<file path="src/rtl/pipeline_pkg.sv">
// Shared pipeline widths, reset PC and the fetch FSM state type.
package pipeline_pkg;

    localparam int unsigned PC_W = 13;
    localparam int unsigned INSTR_W = 32;
    localparam logic [PC_W-1:0] RESET_PC = 13'h0000;

    typedef enum logic [1:0] {FETCH, WAIT, DROP} fetch_state_e;

    function automatic logic [PC_W-1:0] pc_plus4(input logic [PC_W-1:0] pc);
        return pc + PC_W'(4);
    endfunction

endpackage

</file>
<file path="src/rtl/fetch_pc_reg.sv">
// Program counter: redirect target, sequential +4 advance, or hold.
module fetch_pc_reg
    import pipeline_pkg::*;
#(
    parameter logic [PC_W-1:0] RESET_PC = pipeline_pkg::RESET_PC
) (
    input  logic            clk,
    input  logic            aclr,
    input  logic            redirect,
    input  logic [PC_W-1:0] redirect_pc,
    input  logic            advance,
    output logic [PC_W-1:0] pc
);

    logic [PC_W-1:0] pc_q;

    always_ff @(posedge clk or posedge aclr) begin
        if (aclr) begin
            pc_q <= RESET_PC;
        end else if (redirect) begin
            // Targets are word aligned; low bits are dropped rather than trapped.
            pc_q <= {redirect_pc[PC_W-1:2], 2'b00};
        end else if (advance) begin
            pc_q <= pc_plus4(pc_q);
        end
    end

    assign pc = pc_q;

endmodule

</file>
<file path="src/rtl/fetch_stage.sv">
// IF stage: owns the PC, keeps at most one imem request in flight and holds one fetched entry.
module fetch_stage
    import pipeline_pkg::*;
#(
    parameter logic [PC_W-1:0] RESET_PC = pipeline_pkg::RESET_PC
) (
    input  logic               clk,
    input  logic               aclr,
    input  logic               en,
    input  logic               redirect,
    input  logic [PC_W-1:0]    redirect_pc,
    output logic               imem_req,
    output logic [PC_W-1:0]    imem_addr,
    input  logic               imem_rvalid,
    input  logic [INSTR_W-1:0] imem_rdata,
    output logic [INSTR_W-1:0] instrF,
    output logic [PC_W-1:0]    pcF,
    output logic [PC_W-1:0]    pc4F,
    output logic               validF
);

    fetch_state_e    state_q;
    logic [PC_W-1:0] pc;
    logic [PC_W-1:0] req_pc_q;
    logic            buf_free;
    logic            issue;
    logic            consume;
    logic            load;

    assign buf_free = !validF || en;
    assign issue    = (state_q == FETCH) && buf_free && !redirect;
    assign consume  = validF && en;
    assign load     = (state_q == WAIT) && imem_rvalid && !redirect;

    // Nothing is requested while reset is held.
    assign imem_req  = issue && !aclr;
    assign imem_addr = pc;

    fetch_pc_reg #(
        .RESET_PC(RESET_PC)
    ) u_pc_reg (
        .clk        (clk),
        .aclr       (aclr),
        .redirect   (redirect),
        .redirect_pc(redirect_pc),
        .advance    (issue),
        .pc         (pc)
    );

    always_ff @(posedge clk or posedge aclr) begin
        if (aclr) begin
            state_q  <= FETCH;
            req_pc_q <= '0;
            validF   <= 1'b0;
            instrF   <= '0;
            pcF      <= '0;
            pc4F     <= '0;
        end else begin
            if (issue) begin
                req_pc_q <= pc;
            end

            if (redirect) begin
                validF <= 1'b0;
                instrF <= '0;
                pcF    <= '0;
                pc4F   <= '0;
            end else if (load) begin
                validF <= 1'b1;
                instrF <= imem_rdata;
                pcF    <= req_pc_q;
                pc4F   <= pc_plus4(req_pc_q);
            end else if (consume) begin
                // pcF/pc4F keep their last value; only the instruction is zeroed.
                validF <= 1'b0;
                instrF <= '0;
            end

            unique case (state_q)
                FETCH: begin
                    if (issue) begin
                        state_q <= WAIT;
                    end
                end
                WAIT: begin
                    if (imem_rvalid) begin
                        state_q <= FETCH;
                    end else if (redirect) begin
                        state_q <= DROP;
                    end
                end
                DROP: begin
                    if (imem_rvalid) begin
                        state_q <= FETCH;
                    end
                end
                default: state_q <= FETCH;
            endcase
        end
    end

endmodule

</file>
<file path="config.mk">
export PLATFORM = sky130hd
export DESIGN_NAME = fetch_stage
export DESIGN_NICKNAME = d
export VERILOG_FILES = /design/src/rtl/pipeline_pkg.sv /design/src/rtl/fetch_pc_reg.sv /design/src/rtl/fetch_stage.sv
export SDC_FILE = /design/constraint.sdc
export NUM_CORES = 1
export LEC_CHECK = 0
export ABC_AREA = 0
export CAP_MARGIN = 20
export CORE_AREA = 5 5 92 94
export DETAILED_ROUTE_END_ITERATION = 16
export DIE_AREA = 0 0 97 99
export PLACE_DENSITY = 0.8
export SYNTH_ARGS = -nofsm -noshare
export SYNTH_HDL_FRONTEND = slang
export SYNTH_SLANG_ARGS = --single-unit
export TNS_END_PERCENT = 5
</file>
<file path="constraint.sdc">
create_clock -name clk -period 5.8 [get_ports clk]
set_input_delay 1.16 -clock clk [delete_from_list [all_inputs] [get_ports clk]]
set_output_delay 1.16 -clock clk [all_outputs]
set_load 0.01 [all_outputs]
</file>
==> impl_metrics.csv <==
group,metric,value,unit
route,drt-initial-drc-count,90,
finish,design_area,4780,sq um
setup_path,cp.required,4.64,ns
clock_network,clock_latency,0.33,ns
timing,timing.hold.ws,0.486,ns
setup_path,startpoint_type,"primary input",
synthesis,synth_edf_count,0,
timing,fin_crit_sh,70.7,%
synthesis,synth_area,3290,sq um
grt,grt_use_total,16.5,%
clock_network,cts_setup_buffers,0,
synthesis,synth_cell_type_count,33,
clock_network,numClockSinks,80,
synthesis,synthArstFlopShare,100,%
pwr,total_power,1.34,mW
floorplanning,die_h,99,um
floorplanning,die_area,9600,sq um
setup_path,endpoint_kind,"primary output",
timing,relSlewSlack,43.0,%
placement,dpl_cell_area,4570,sq um
placement,portBuffers,118,
setup_path,cp_common_cell,"clkdlybuf4s50_1",
finish,antennaDiodeCount,0,
run_status,status,"finished clean",
floorplanning,fp.coreArea,7570,sq um
route,wirelength,7.78,mm
grt,grt_max_degree,81,
timing,hold_violations,0,
synthesis,synthFlopType,"dfrtp_1",
timing,post-route-min-period,4.10,ns
grt,antenna_found_initial,0,
setup_path,max_stage_delay,0.85,ns
synthesis,yosysTopAreaCellShare,60.9,%
hold_path,min_path_type,"reg2reg",
clock_network,cts_made_buffers,9,
clock_network,tritoncts,"built",
route,firstDrtPassIters,4,
timing,max_freq,244,MHz
synthesis,synth_area_leaders,"dfrtp_1 (61%), a22o_1 (14%), mux2_2 (3.8%), xnor2_1 (3.2%), nand2_1 (1.9%)",
finish,drive_gt1_share,9.71,%
floorplanning,pin_count,123,
finish,n_fill_cell,612,
grt,grt.overflow.total,0,
finish,syn_to_final_growth,45.4,%
clock_network,cts_max_level,3,
setup_path,crit_chain,"clkdlybuf4s50_1 > nor3_1 > clkdlybuf4s50_1",
run,drv_cap,0,
floorplanning,row_count,32,
pwr,ir_drop,143,uV
timing,setup_tns,0,ns
synthesis,synth_commonest_cells,"dfrtp_1 (80), a22o_1 (53), nand2_1 (17)",
route,via_per_inst,5.23,
timing,rsz0062_at_grt,"no",
finish,multi_input_area,1200,sq um
synthesis,yosys.area.top_type,"dfrtp_1",
grt,grt_pass1_wl,13.0,mm
pwr,leakagePower,2.05,nW
route,drc,0,
setup_path,critPathMaxFanout,25,
clock_network,post_cts_resized,0,
setup_path,critical_path_arrival,2.94,ns
placement,hpwl,5.72,mm
setup_path,startpoint,"redirect",
synthesis,ys_ff_latch,80,
timing,setup_ws,1.70,ns
floorplanning,die_w,97,um
synthesis,synthCells,260,
synthesis,ys_warn_count,0,
route,wl_per_cell,16.1,um
setup_path,path_class,"in2out",
grt,grt_pass1_vias,2533,
route,vias,2527,
hold_path,hp-start,"pc4F[2]",
synthesis,synth_area_per_cell,12.6,sq um
timing,worst_pin_slew,0.853,ns
setup_path,cpMaxStageDelayCell,"clkdlybuf4s50_1",
synthesis,yosysMostFrequentCell,"dfrtp_1",
synthesis,seq_area_frac_synth,60.9,%
finish,nets,428,
timing,finalMaxSlewViolations,0,
finish,ff_latch_area,2000,sq um
placement,place_ws,1.72,ns
clock_network,cts.clk_slew.worst_paths,0.08,ns
clock_network,clock_path_buffers,2,
timing,setup_viol,0,
clock_network,cts_hold_buf,0,
timing,skew,0.00911,ns
clock_network,cts-root-buf,"clkbuf_8",
floorplanning,start_util,43.4,%
route,antenna_left,0,
setup_path,r2r_start,"state_q[1]",
pwr,cellPowerDensity,282,nW/um^2
placement,gp_congestion,0.765,
## state kept, by name, summed over array words and instances, names as in the netlist
register     flops
validF           1
state_q          2
u_pc_reg.pc     11
req_pc_q        11
pc4F            11
pcF             12
instrF          32
## worst paths after layout
check                                to  slack [ns]  depth (start not counted)
setup reg to reg           req_pc_q[11]        3.74                          4
max in group asynchronous       pc4F[7]        4.12                          4
hold reg to reg                 pc4F[2]        0.49                          2
setup / recovery               imem_req        1.70                          3
hold / removal                  pc4F[2]        0.49                          2
min in group asynchronous    state_q[0]        1.12                          3
## layout by cell type (no fill, tap or decap), types with 2 or more instances in the layout
master	synthesis	routed
clkdlybuf4s50_1	0	118
dfrtp_1	80	80
a22o_1	53	53
nand2_1	17	17
xnor2_1	12	12
mux2_2	11	11
clkbuf_8	0	11
nand3_1	8	8
o21ai_0	7	7
nor2_1	7	6
xor2_1	4	4
and4_1	4	4
nand4_1	4	4
a21oi_1	4	4
nor3_1	3	3
o31ai_1	3	3
or4_1	3	3
buf_4	5	3
nand2b_1	2	2
and2b_1	2	2
nor4_1	2	2
a31oi_1	2	2
clkinv_2	0	2
ha_1	2	2
conb_1	1	2
clkinvlp_4	0	2
buf_16	0	2
## power breakdown
group	internal (mW)	switching, mW	leakage (nW)
clock network	0.179	0.192	0.0886
registers	0.618	0.0715	1.06
logic	0.168	0.117	0.901
## area by class of cell
class                           instances  area share (%)
Inverter                                2           0.183
Clock inverter                          4           0.602
Sequential cell                        80            41.9
Timing Repair Buffer                  123            26.3
Multi-Input combinational cell        160            25.0
Clock buffer                           12            3.25
Tap cell                              102            2.67
## metrics by stage
step	util, %	std cells
after floorplan	-	261
after detailed placement	60.3	466
after CTS	62.8	482
final	63.1	483
after global placement	60.0	465
after global routing	63.1	483
## worst max-delay path: cells and delay by family
| kind | cells | cell delay [ns] |
|---|---|---|
| buffers and inverters | 2 | 1.43 |
| AND/OR/NAND/NOR | 1 | 0.35 |
## routing by layer
metal	up-vias	part of all wire, %	global-route usage [%]
li1	1198	-	-
met1	1236	44	21.9
met2	86	49	27.0
met3	7	5.7	4.10
met4	0	0.72	4.54
met5	-	0	0
## cell families after synthesis
family	after synthesis	share of synthesized area (%)
xor gates and xnor gates	16	4.26
muxes	12	4.07
other	1	0.114
AOI/OAI and AO/OA	72	17.6
adders and majority gates	2	0.761
and+or+nand+nor	56	9.14
buffers and inverters	21	3.12
DFF	80	60.9
(Power assumes the default switching activity.)
